===== config.mk =====
export PLATFORM = sky130hd
export DESIGN_NAME = cpu_debug_ctrl
export DESIGN_NICKNAME = d
export VERILOG_FILES = /design/src/rtl/cpu_debug_ctrl.sv
export SDC_FILE = /design/constraint.sdc
export NUM_CORES = 1
export LEC_CHECK = 0
export CAP_MARGIN = 20
export CORE_UTILIZATION = 35
export DETAILED_ROUTE_END_ITERATION = 10
export SETUP_SLACK_MARGIN = 0.5
export SLEW_MARGIN = 20
export SYNTH_ARGS = -nofsm -noshare
export SYNTH_HDL_FRONTEND = slang
export SYNTH_SLANG_ARGS = --single-unit

===== constraint.sdc =====
create_clock -name clk -period 5.9 [get_ports clk]
set_input_delay 1.77 -clock clk [delete_from_list [all_inputs] [get_ports clk]]
set_output_delay 1.77 -clock clk [all_outputs]
set_load 0.02 [all_outputs]

===== src/rtl/cpu_debug_ctrl.sv =====
// -----------------------------------------------------------------------------
// cpu_debug_ctrl
//
// Front-panel debug controller for a small CPU. It debounces three push
// buttons and drives the CPU clock in one of three ways: held low (HALT),
// free-running from a divider (RUN), or a single full clock period (STEP).
// It also counts CPU clock ticks and shows one of three pages of state on
// four 7-segment digits.
//
// Ports
//   clk      in   system clock, all state on the rising edge
//   rst_n    in   asynchronous active-low reset
//   btn[2:0] in   raw active-low buttons: [0] step, [1] run/halt, [2] page
//   pc       in   CPU program counter   (ADDR_WIDTH)
//   sp       in   CPU stack pointer     (ADDR_WIDTH)
//   cpu_out  in   CPU output register   (DATA_WIDTH, at least 16)
//   cpu_clk  out  registered clock to the CPU and memory
//   led[9:0] out  {run, step, page[1:0], cpu_clk, cpu_out[4:0]}
//   hex[27:0]out  four 7-segment digits, [27:21] leftmost, active-low
//                 segments ordered {g,f,e,d,c,b,a}
//
// Display pages
//   0: sp tens, sp ones, pc tens, pc ones (decimal, modulo 100)
//   1: cpu_out[15:0] in hexadecimal
//   2: tick_cnt[15:0] in hexadecimal
// -----------------------------------------------------------------------------
module cpu_debug_ctrl #(
  parameter int DIVISOR    = 50_000_000,
  parameter int DEBOUNCE   = 500_000,
  parameter int ADDR_WIDTH = 6,
  parameter int DATA_WIDTH = 16
) (
  input  logic                  clk,
  input  logic                  rst_n,
  input  logic [2:0]            btn,
  input  logic [ADDR_WIDTH-1:0] pc,
  input  logic [ADDR_WIDTH-1:0] sp,
  input  logic [DATA_WIDTH-1:0] cpu_out,
  output logic                  cpu_clk,
  output logic [9:0]            led,
  output logic [27:0]           hex
);

  localparam int HALF  = DIVISOR / 2;
  localparam int DIV_W = (DIVISOR > 1) ? $clog2(DIVISOR) : 1;
  localparam int DB_W  = (DEBOUNCE > 1) ? $clog2(DEBOUNCE) : 1;

  typedef enum logic [1:0] {
    HALT,
    RUN,
    STEP_HI,
    STEP_LO
  } state_t;

  // 7-segment encoding shared by every digit, active-low, {g,f,e,d,c,b,a}.
  function automatic logic [6:0] ssd_seg(input logic [3:0] d);
    logic [6:0] s;
    case (d)
      4'h0: s = 7'h40;
      4'h1: s = 7'h79;
      4'h2: s = 7'h24;
      4'h3: s = 7'h30;
      4'h4: s = 7'h19;
      4'h5: s = 7'h12;
      4'h6: s = 7'h02;
      4'h7: s = 7'h78;
      4'h8: s = 7'h00;
      4'h9: s = 7'h10;
      4'hA: s = 7'h08;
      4'hB: s = 7'h03;
      4'hC: s = 7'h46;
      4'hD: s = 7'h21;
      4'hE: s = 7'h06;
      default: s = 7'h0E;
    endcase
    return s;
  endfunction

  // ---------------------------------------------------------------------------
  // Button synchronisers and debouncers
  // ---------------------------------------------------------------------------
  logic [2:0]      sync1;
  logic [2:0]      sync2;
  logic [2:0]      db_level;    // accepted (debounced) level, 1 = released
  logic [2:0]      db_level_d;
  logic [DB_W-1:0] db_cnt [3];  // consecutive samples differing from db_level
  logic [2:0]      press;       // one-clk pulse on accepted press

  always_ff @(posedge clk or negedge rst_n) begin
    if (!rst_n) begin
      sync1      <= '1;
      sync2      <= '1;
      db_level   <= '1;
      db_level_d <= '1;
      // NOTE: this array is a handful of flops, not a RAM, so it is reset
      // with everything else; a real memory array would be left unreset.
      for (int i = 0; i < 3; i++) db_cnt[i] <= '0;
    end else begin
      // NOTE: non-blocking assignments make each flop sample the value from
      // before the edge, so sync1 -> sync2 really is two stages.
      sync1      <= btn;
      sync2      <= sync1;
      db_level_d <= db_level;
      for (int i = 0; i < 3; i++) begin
        if (sync2[i] == db_level[i]) begin
          db_cnt[i] <= '0;
        end else if (db_cnt[i] == DB_W'(DEBOUNCE - 1)) begin
          // DEBOUNCE consecutive samples at the new level: accept it.
          db_level[i] <= sync2[i];
          db_cnt[i]   <= '0;
        end else begin
          db_cnt[i] <= db_cnt[i] + DB_W'(1);
        end
      end
    end
  end

  // Buttons are active-low, so a press is an accepted 1 -> 0 transition.
  assign press = db_level_d & ~db_level;

  // ---------------------------------------------------------------------------
  // CPU clock FSM
  // ---------------------------------------------------------------------------
  state_t          state;
  state_t          state_n;
  logic [DIV_W-1:0] div_cnt;
  logic [DIV_W-1:0] div_cnt_n;
  logic             cpu_clk_n;
  logic             half_done;
  logic [15:0]      tick_cnt;

  assign half_done = (div_cnt == DIV_W'(HALF - 1));

  always_comb begin
    // NOTE: every output of this block gets a default first, so no path can
    // leave one unassigned and infer a latch.
    state_n   = state;
    div_cnt_n = div_cnt;
    cpu_clk_n = cpu_clk;
    case (state)
      HALT: begin
        cpu_clk_n = 1'b0;
        div_cnt_n = '0;
        // run/halt wins over step when both are accepted together
        if (press[1]) begin
          state_n = RUN;
        end else if (press[0]) begin
          state_n   = STEP_HI;
          cpu_clk_n = 1'b1;
        end
      end
      RUN: begin
        if (press[1]) begin
          state_n   = HALT;
          cpu_clk_n = 1'b0;
          div_cnt_n = '0;
        end else begin
          // Low for counts 0..HALF-1, high for HALF..DIVISOR-1. Setting the
          // level explicitly (not toggling) keeps the phase self-correcting.
          if (div_cnt == DIV_W'(DIVISOR - 1)) begin
            div_cnt_n = '0;
            cpu_clk_n = 1'b0;
          end else begin
            div_cnt_n = div_cnt + DIV_W'(1);
            if (half_done) cpu_clk_n = 1'b1;
          end
        end
      end
      STEP_HI: begin
        cpu_clk_n = 1'b1;
        div_cnt_n = div_cnt + DIV_W'(1);
        if (half_done) begin
          state_n   = STEP_LO;
          cpu_clk_n = 1'b0;
          div_cnt_n = '0;
        end
      end
      STEP_LO: begin
        cpu_clk_n = 1'b0;
        div_cnt_n = div_cnt + DIV_W'(1);
        if (half_done) begin
          state_n   = HALT;
          div_cnt_n = '0;
        end
      end
      default: begin
        state_n   = HALT;
        cpu_clk_n = 1'b0;
        div_cnt_n = '0;
      end
    endcase
  end

  // cpu_clk is a flop with async reset, so reset drops it immediately.
  always_ff @(posedge clk or negedge rst_n) begin
    if (!rst_n) begin
      state    <= HALT;
      div_cnt  <= '0;
      cpu_clk  <= 1'b0;
      tick_cnt <= '0;
    end else begin
      state   <= state_n;
      div_cnt <= div_cnt_n;
      cpu_clk <= cpu_clk_n;
      // Count on the same edge that raises cpu_clk.
      if (cpu_clk_n && !cpu_clk) tick_cnt <= tick_cnt + 16'd1;
    end
  end

  // ---------------------------------------------------------------------------
  // Display page and digits
  // ---------------------------------------------------------------------------
  logic [1:0] page;

  always_ff @(posedge clk or negedge rst_n) begin
    if (!rst_n) begin
      page <= 2'd0;
    end else if (press[2]) begin
      page <= (page == 2'd2) ? 2'd0 : page + 2'd1;
    end
  end

  logic [31:0] sp_mod;
  logic [31:0] pc_mod;
  logic [15:0] digits;

  always_comb begin
    sp_mod = 32'(sp) % 32'd100;
    pc_mod = 32'(pc) % 32'd100;
    case (page)
      2'd0:    digits = {4'(sp_mod / 32'd10), 4'(sp_mod % 32'd10),
                         4'(pc_mod / 32'd10), 4'(pc_mod % 32'd10)};
      2'd1:    digits = cpu_out[15:0];
      default: digits = tick_cnt;
    endcase
  end

  always_ff @(posedge clk or negedge rst_n) begin
    if (!rst_n) begin
      hex <= {4{ssd_seg(4'd0)}};
    end else begin
      hex <= {ssd_seg(digits[15:12]), ssd_seg(digits[11:8]),
              ssd_seg(digits[7:4]),   ssd_seg(digits[3:0])};
    end
  end

  assign led = {(state == RUN),
                (state == STEP_HI) || (state == STEP_LO),
                page,
                cpu_clk,
                cpu_out[4:0]};

endmodule


==> results.py <==
metrics = {
    "layout": {
        "regArea_um2": 3620,
        "drive_gt1_share_pct": 8.94,
        "multi_input_area_um2": 4100,
        "syn_to_final_growth_pct": 19.1,
        "num-fill-cells": 2187,
        "layout.nets": 972,
        "antenna_cells": 0,
    },
    "detailed_routing": {
        "drtIter0Drc": 247,
        "drt_pass1_iterations": 4,
        "via_per_inst": 4.95,
        "wl_per_cell_um": 13.8,
        "routed_wl_um": 16600,
        "ant_nets": 0,
        "routed-via-count": 5951,
        "drc": 0,
    },
    "sta": {
        "worst_slack_ns": 0.978,
        "setup_violations": 0,
        "drv_slew": 0,
        "slew_headroom_pct": 40.2,
        "grt_setup_unrepaired": "false",
        "fin_crit_ns": 4.92,
        "clock_skew_ns": 0.00981,
        "fmax_mhz": 203,
        "hold_violations": 0,
        "tightest_slew_ns": 0.897,
        "fin_setup_tns_ns": 0,
        "fin_crit_sh_pct": 83.4,
    },
    "yosys": {
        "synth.yosys.warnings": 0,
        "ys_top_cells_by_area": "dfrtp_1 (40%), xor2_1 (6.0%), ha_1 (5.4%), dfstp_2 (5.2%), nor2_1 (5.0%)",
        "yosysUniqueCellTypes": 75,
        "synth_common_cells": "dfrtp_1 (128), nor2_1 (108), nand2_1 (81)",
        "synth_top_area_share_pct": 39.8,
        "syn_area_um2": 8050,
        "yosysSeqAreaShare_pct": 45.0,
        "async_flop_share_pct": 100,
        "synth_edf_count": 0,
        "yosysMostFrequentCell": "dfrtp_1",
        "yosysTopAreaCell": "dfrtp_1",
        "avgSynthCellArea_um2": 9.56,
        "ys_ff_latch": 144,
        "netlist_instances": 842,
        "synth_nets": 910,
        "synth_ff_type": "dfrtp_1",
    },
    "power": {
        "pwr-share-clk_pct": 41.4,
        "combPwrFrac_pct": 17.4,
        "internal-power_mw": 1.92,
        "peakVddDrop_mv": 0.201,
        "switchingPower_mw": 0.675,
        "power_frac_seq_pct": 41.2,
        "p_leak_nw": 4.10,
        "powerDensity_nw_per_um2": 271,
        "switching_share_pct": 26.0,
    },
    "floorplan": {
        "die_w_um": 154,
        "core_um2": 22600,
        "die-height_um": 154,
        "pin_count": 72,
        "fp-row-count": 55,
        "die_area_um2": 23600,
        "start_util_pct": 35.7,
    },
    "worst_setup_path": {
        "cp.required_ns": 6.20,
        "crit_chain": "clkdlybuf4s50_1 > ha_1 > nor2b_1 > a31o_2 > nand3_1 > nor2_1 > nor2_1 > ha_1 > or2_2 > o32ai_1 > or4_1 > and3_4 > mux2_4 > a22o_1",
        "slowest_delay_ns": 0.72,
        "cp_max_fo": 13,
        "crit_slowest_cell": "clkdlybuf4s50_1",
        "rrSetupSlack_ns": 2.89,
        "arrival_ns": 5.22,
        "r2r.worst_path.cells": 7,
        "path_class": "input pin to flip-flop",
        "path_depth": 14,
        "crit_family": "simple AND/OR/NAND/NOR gates",
        "critPathLaunchType": "input pin",
        "cp.buffers_inverters": 1,
        "worstSetupEndpointType": "flip-flop",
    },
    "global_routing": {
        "grt_pass1_wl_um": 28500,
        "grt_max_degree": 78,
        "grt_pass1_vias": 5883,
        "grt_util_all_layers_pct": 14.9,
        "overflow": 0,
        "antenna_found_initial": 1,
    },
    "clock_tree": {
        "cts_buffers": 17,
        "htree_levels": 4,
        "tritoncts": "built",
        "cts_root_buffer": "clkbuf_16",
        "cts_max_path_buffers": 2,
        "clk_pin_slew_ns": 0.06,
        "cts_hold_buf": 0,
        "cts_sinks": 144,
        "cts_resized": 0,
        "cts_setup_buffers": 0,
        "clock_latency_ns": 0.42,
    },
    "run": {
        "maxCapViolations": 0,
    },
    "min_path": {
        "hp-class": "flip-flop to flip-flop",
        "hold_depth": 0,
    },
    "placed_design": {
        "detailedPlace.worstSlack_ns": 0.578,
        "place_hpwl_um": 11700,
        "globalplace.congestion": 0.854,
        "io_buffers": 71,
    },
    "status": {
        "outcome": "finished, final reports clean",
    },
}
path summary, 6_finish.rpt:
path                           from          to
setup reg to reg            page[1]     hex[10]
min in group asynchronous     rst_n  db_cnt[30]
max in group asynchronous     rst_n      hex[6]
hold reg to reg            sync1[1]    sync2[1]
hold / removal             sync1[1]    sync2[1]
setup / recovery              pc[5]      hex[4]
cell type report:
type                       count  area share (%)
clock buffer                  24            5.13
clock inverter                 8            1.07
inverter                      34            1.33
multi-input combinational    627            42.8
sequential                   144            37.8
tap                          285            3.72
timing repair buffer          80            8.13
per-layer routing:
layer	vias up	GRT usage, %	share of wire [%]
li1	3042	-	-
met1	2803	20.6	50
met2	89	22.8	44
met3	15	4.14	4.0
met4	2	3.67	1.1
met5	-	0	0.078
flip-flops by register name, indices dropped and copies added (netlist names):
register	count
db_cnt	57
hex	28
page	2
state	2
div_cnt	26
sync2	3
sync1	3
tick_cnt	16
cpu_clk	1
db_level	3
db_level_d	3
power groups by stage:
stage / Sequential [mW] / Clock [mW] / Combinational [mW]
after floorplan: 1.13 / 0 / 0.225
after global placement: 1.09 / 0 / 0.453
after detailed placement: 1.08 / 0 / 0.455
after CTS: 1.07 / 1.11 / 0.458
after global routing: 1.07 / 1.15 / 0.495
final: 1.07 / 1.07 / 0.453
metrics by stage:
| stage | std cells | instance area, um2 | util, % | hold slack [ns] | power [mW] |
|---|---|---|---|---|---|
| 6_report | 1202 | 9590 | 42.5 | 0.351 | 2.60 |
| 5_1_grt | 1202 | 9590 | 42.5 | 0.360 | 2.72 |
| 4_1_cts | 1200 | 9570 | 42.4 | 0.356 | 2.63 |
| 3_5_place_dp | 1168 | 8980 | 39.8 | 0.349 | 1.54 |
| 3_3_place_gp | 1168 | 8980 | 39.8 | 0.347 | 1.54 |
| 2_1_floorplan | 842 | 8050 | - | 0.345 | 1.36 |
logic make-up after synthesis:
group / after synthesis / share of synthesized area [%]
AOI/OAI and AO/OA: 137 / 11.6
xor gates and xnor gates: 89 / 9.68
adders and majority gates: 35 / 5.44
and+or+nand+nor: 343 / 21.1
buffers and inverters: 71 / 4.01
muxes: 23 / 3.15
DFF: 144 / 45.0
cell usage in the layout, fill, tap and decap left out, types with 8 or more instances in the layout:
cell,instances
o21a_1,9
o21ai_0,29
xnor2_1,34
nand4_1,13
o22ai_1,15
a21oi_1,25
nor3_1,8
ha_1,35
nor2_1,108
dfrtp_1,128
clkbuf_16,17
and2_1,8
xor2_1,55
nor4_1,8
or3_1,17
dfstp_2,16
buf_4,8
nand3_1,33
and3_1,16
inv_1,34
nand2_1,81
nor2b_1,10
clkdlybuf4s50_1,70
mux2i_1,16
and4_1,8
No activity file was read; power rests on OpenSTA's default activity.
